### src/rtl/dm_sba_axi_bridge.sv
// Debug-module system-bus access to AXI4 master bridge.
// Single-beat accesses, at most one outstanding, with a one-cycle completion pulse.
module dm_sba_axi_bridge #(
  parameter int unsigned          ADDR_WIDTH = 32,
  parameter int unsigned          DATA_WIDTH = 32,
  parameter int unsigned          ID_WIDTH   = 4,
  parameter logic [ID_WIDTH-1:0]  AXI_ID     = '0
) (
  input  logic                      clk,
  input  logic                      rst_n,
  // Debug-module side
  input  logic                      req_i,
  output logic                      gnt_o,
  input  logic [ADDR_WIDTH-1:0]     addr_i,
  input  logic                      we_i,
  input  logic [DATA_WIDTH-1:0]     wdata_i,
  input  logic [DATA_WIDTH/8-1:0]   be_i,
  output logic                      r_valid_o,
  output logic [DATA_WIDTH-1:0]     r_rdata_o,
  output logic                      r_err_o,
  output logic                      busy_o,
  // AXI4 write address
  output logic                      awvalid,
  input  logic                      awready,
  output logic [ID_WIDTH-1:0]       awid,
  output logic [ADDR_WIDTH-1:0]     awaddr,
  output logic [7:0]                awlen,
  output logic [2:0]                awsize,
  output logic [1:0]                awburst,
  output logic                      awlock,
  output logic [3:0]                awcache,
  output logic [2:0]                awprot,
  // AXI4 write data
  output logic                      wvalid,
  input  logic                      wready,
  output logic [DATA_WIDTH-1:0]     wdata,
  output logic [DATA_WIDTH/8-1:0]   wstrb,
  output logic                      wlast,
  // AXI4 write response
  input  logic                      bvalid,
  output logic                      bready,
  input  logic [1:0]                bresp,
  input  logic [ID_WIDTH-1:0]       bid,
  // AXI4 read address
  output logic                      arvalid,
  input  logic                      arready,
  output logic [ID_WIDTH-1:0]       arid,
  output logic [ADDR_WIDTH-1:0]     araddr,
  output logic [7:0]                arlen,
  output logic [2:0]                arsize,
  output logic [1:0]                arburst,
  output logic                      arlock,
  output logic [3:0]                arcache,
  output logic [2:0]                arprot,
  // AXI4 read data
  input  logic                      rvalid,
  output logic                      rready,
  input  logic [DATA_WIDTH-1:0]     rdata,
  input  logic [1:0]                rresp,
  input  logic [ID_WIDTH-1:0]       rid,
  input  logic                      rlast
);

  localparam logic [2:0] AxiSize = (DATA_WIDTH == 64) ? 3'd3 : 3'd2;

  typedef enum logic [2:0] {StIdle, StWr, StWresp, StRd, StRdata} state_e;

  state_e                  state_q;
  logic [ADDR_WIDTH-1:0]   addr_q;
  logic [DATA_WIDTH-1:0]   wdata_q;
  logic [DATA_WIDTH/8-1:0] be_q;
  logic                    we_q;
  logic                    awvalid_q, wvalid_q, arvalid_q;
  logic                    r_valid_q, r_err_q;
  logic [DATA_WIDTH-1:0]   r_rdata_q;

  logic aw_done, w_done, cpl_err;
  logic unused_in;

  // A channel counts as done once its valid has already dropped or is handshaking now.
  assign aw_done = ~awvalid_q | awready;
  assign w_done  = ~wvalid_q | wready;
  assign cpl_err = we_q ? bresp[1] : rresp[1];

  assign unused_in = ^{bid, rid, rlast, bresp[0], rresp[0]};

  always_ff @(posedge clk or negedge rst_n) begin
    if (!rst_n) begin
      state_q   <= StIdle;
      addr_q    <= '0;
      wdata_q   <= '0;
      be_q      <= '0;
      we_q      <= 1'b0;
      awvalid_q <= 1'b0;
      wvalid_q  <= 1'b0;
      arvalid_q <= 1'b0;
      r_valid_q <= 1'b0;
      r_err_q   <= 1'b0;
      r_rdata_q <= '0;
    end else begin
      r_valid_q <= 1'b0;
      case (state_q)
        StIdle: begin
          if (req_i) begin
            addr_q  <= addr_i;
            wdata_q <= wdata_i;
            be_q    <= be_i;
            we_q    <= we_i;
            if (we_i) begin
              state_q   <= StWr;
              awvalid_q <= 1'b1;
              wvalid_q  <= 1'b1;
            end else begin
              state_q   <= StRd;
              arvalid_q <= 1'b1;
            end
          end
        end
        StWr: begin
          if (awready) awvalid_q <= 1'b0;
          if (wready)  wvalid_q  <= 1'b0;
          if (aw_done && w_done) state_q <= StWresp;
        end
        StWresp: begin
          if (bvalid) begin
            state_q   <= StIdle;
            r_valid_q <= 1'b1;
            r_err_q   <= cpl_err;
          end
        end
        StRd: begin
          if (arready) begin
            arvalid_q <= 1'b0;
            state_q   <= StRdata;
          end
        end
        StRdata: begin
          if (rvalid) begin
            state_q   <= StIdle;
            r_valid_q <= 1'b1;
            r_err_q   <= cpl_err;
            r_rdata_q <= rdata;
          end
        end
        default: state_q <= StIdle;
      endcase
    end
  end

  assign gnt_o     = req_i & (state_q == StIdle);
  assign busy_o    = (state_q != StIdle);
  assign r_valid_o = r_valid_q;
  assign r_err_o   = r_err_q;
  assign r_rdata_o = r_rdata_q;

  assign awvalid = awvalid_q;
  assign awid    = AXI_ID;
  assign awaddr  = addr_q;
  assign awlen   = 8'd0;
  assign awsize  = AxiSize;
  assign awburst = 2'b01;
  assign awlock  = 1'b0;
  assign awcache = 4'd0;
  assign awprot  = 3'd0;

  assign wvalid = wvalid_q;
  assign wdata  = wdata_q;
  assign wstrb  = be_q;
  assign wlast  = 1'b1;

  assign bready = (state_q == StWresp);

  assign arvalid = arvalid_q;
  assign arid    = AXI_ID;
  assign araddr  = addr_q;
  assign arlen   = 8'd0;
  assign arsize  = AxiSize;
  assign arburst = 2'b01;
  assign arlock  = 1'b0;
  assign arcache = 4'd0;
  assign arprot  = 3'd0;

  assign rready = (state_q == StRdata);

endmodule

### config.mk
export PLATFORM = sky130hd
export DESIGN_NAME = dm_sba_axi_bridge
export DESIGN_NICKNAME = d
export VERILOG_FILES = /design/src/rtl/dm_sba_axi_bridge.sv
export SDC_FILE = /design/constraint.sdc
export NUM_CORES = 1
export LEC_CHECK = 0
export ABC_AREA = 1
export CAP_MARGIN = 20
export CORE_ASPECT_RATIO = 1.5
export CORE_MARGIN = 2
export CORE_UTILIZATION = 33
export DETAILED_ROUTE_END_ITERATION = 16
export PLACE_DENSITY = 0.81
export RECOVER_POWER = 100
export REMOVE_ABC_BUFFERS = 1
export SYNTH_ARGS = -nofsm -noshare
export SYNTH_HDL_FRONTEND = slang
export SYNTH_SLANG_ARGS = --single-unit
### constraint.sdc
create_clock -name clk -period 1.4 [get_ports clk]
set_input_delay 0.35 -clock clk [delete_from_list [all_inputs] [get_ports clk]]
set_output_delay 0.35 -clock clk [all_outputs]
set_load 0.02 [all_outputs]
==> run metrics <==
max-cap violations=0; Fillers=1254; Worst Path Max Fanout=2; crit-path max cell delay=0.40 ns; wire per inst=16.8 um; Final period util=1.30; Slew headroom=0.447; Leakage=4.21 nW; syn_area_per_cell=8.52 um^2; placed instance count=988; pre-CTS setup slack=-0.335 ns; Clock Latency Late Sink=0.34 ns; slowest cell on the critical path=dfrtp_1; final hold viol count=0; DR pass1 iterations=4; gr ovfl total=0; worst path bufs/invs=3; Clock transition at path regs=0.07 ns; Num CTS Buffers=9; Max Transition Viols Final=0; Hold/Removal Path Class=reg2reg; top post-synthesis cells by area=dfrtp_1 56%, nand2_1 22%, buf_4 13%; Power per Cell Area=2200 mW/mm^2; pin count of the biggest net entering global routing=45; total clock sinks=109; Area growth syn-to-layout=73.9%; Port Buffers=251; number of remaining DRC errors=0; fin nets=968; crit path DAT=1.47 ns; die height=153 um; clock tree buffer depth=2; vias in the first global route=4425; initial core utilization=0.338; status=finished with violations; register area share after synthesis=0.556; yosys warns=0; min cycle time layout=1.82 ns; Tot GR Track Use=0.185; Multi-input gate area=0.00206 mm^2; Die ar.=0.0159 mm^2; initial antenna violation count=0; DP Area=0.00739 mm^2; #FFs+latches synth=109; core area=0.0145 mm^2; post-layout worst setup margin=-0.415 ns; ratio of cells with drive above 1 in the final layout=0.346; final WL=17600 um; final setup vio count=132; mapped cell area=0.00491 mm^2; kind of critical path=reg2out; Antenna Nets Post-Route=0; via/cell ratio=4.46; sequential cell area=0.00273 mm^2; Root Buffer=clkbuf_16; Final Cell Area=0.00854 mm^2; gp weighted congestion=0.784; CP top delay family=flip-flops; cell breakdown of the critical path=buf_6 > nor2_4 > nand2_2 > buf_6 > nor2_4 > buf_12; Rows=54; ANT cells=0; final HPWL from detailed placement=10200 um; Max Clk Rate=551 MHz; Yosys top cell area share=0.556; crit end category=primary output; peak supply drop=0.00103 V; CP startpoint kind=register; skew final=0.0150 ns; Worst Max-Slew Pin Slew=0.829 ns; H-tree depth=3; vias after detailed routing=4667; Final Instance Count excl. Fillers=1046; initial DRC count=166; dominant cell type by area after synthesis=dfrtp_1; violated checks=setup timing; I/O pins=314; Cell variety after synth=20; die width=104 um; RSZ-0062 raised after global routing=true; Mapped Cells=576; CP required=1.05 ns; CTS tree=done; global-route wire length before repair=23200 um; final hold slack=0.472 ns
[synth_stat cells (all sizes together)]
cell,instances
conb,2
a21boi,1
nand2,290
and2,1
o21a,1
o21ai,4
nand3,38
mux2,1
nand3b,1
inv,11
buf,98
clkbuf,10
nor2,8
dfrtp,109
nor3,1
[final cells by class]
type	count	area share
repair buffers	317	0.367
flip-flops and latches	109	0.320
multi-input cells	397	0.242
well taps	196	0.0287
clock buffers	10	0.0280
inverters	11	0.00821
clock inverters	5	0.00498
repair inverters	1	0.00190
[registers in the layout, indices dropped and copies added, names as in the netlist, 3 cells and up]
signal / flops
araddr: 32
r_rdata_o: 32
wstrb: 4
wdata: 32
state_q: 3
[per-layer routing]
layer  track usage  part of all wire
met5             0                 0
met4        0.0663             0.018
met3        0.0456             0.066
met2         0.356              0.57
met1         0.192              0.34
[worst paths after layout]
| path | start | endpoint | slack (ns) | depth (start not counted) |
|---|---|---|---|---|
| max reg2reg | state_q[2] | wdata[21] | -0.37 | 11 |
| min in group asynchronous | rst_n | r_rdata_o[11] | 0.63 | 2 |
| max | state_q[2] | gnt_o | -0.42 | 6 |
| min reg2reg | wdata[4] | wdata[4] | 0.47 | 2 |
| max in group asynchronous | rst_n | wstrb[2] | -0.02 | 3 |
| min | wdata[4] | wdata[4] | 0.47 | 2 |
[tightest hold or removal path, stage by stage, from the launching register on]
cell     delay (ns)
dfrtp_1        0.35
nand2_1        0.05
nand2_1        0.04
[cell families (layout without fill, tap and decap cells)]
logic type	Yosys count	after routing	share of synthesized area
other	2	51	0.00153
AOI/OAI and AO/OA	6	6	0.00714
DFF	109	109	0.556
muxes	1	1	0.00229
and+or+nand+nor	339	339	0.275
buffers and inverters	119	344	0.159
[through the flow]
| step | utilization | power (mW) | setup TNS, ns |
|---|---|---|---|
| 3_5_place_dp | 0.509 | 15.4 | -31.01 |
| 3_3_place_gp | 0.509 | 15.2 | -30.08 |
| 4_1_cts | 0.569 | 17.7 | -25.12 |
| 5_1_grt | 0.588 | 19.8 | -46.36 |
| 2_1_floorplan | - | 9.95 | -123.75 |
| 6_report | 0.588 | 18.8 | -32.88 |
[report_power, final]
| part | internal (mW) | switching (mW) | total [mW] |
|---|---|---|---|
| clock network | 1.27 | 1.19 | 2.46 |
| registers | 4.65 | 1.17 | 5.82 |
| logic | 4.44 | 6.08 | 10.5 |
| total | 10.4 | 8.44 | 18.8 |
[cells in the final DEF (no fill, tap or decap), types with 6 or more instances in the layout]
master,instances
buf_12,13
buf_16,6
buf_4,19
buf_6,12
buf_8,7
clkbuf_1,47
clkbuf_16,19
clkbuf_2,34
clkdlybuf4s15_1,15
clkdlybuf4s15_2,40
clkdlybuf4s50_1,108
conb_1,51
dfrtp_1,108
inv_1,6
nand2_1,189
nand2_2,84
nand2_4,16
nand3_1,18
nand3_2,20
[timing repair]
action	in CTS	in global routing
endpoints found under the hold margin	9	0
buffers inserted	14	14
resized for setup	400	242
hold buffers	1	0
endpoints found under the setup margin	248	204
pin swaps	22	25
gates cloned	6	17
(Power assumes the default switching activity.)
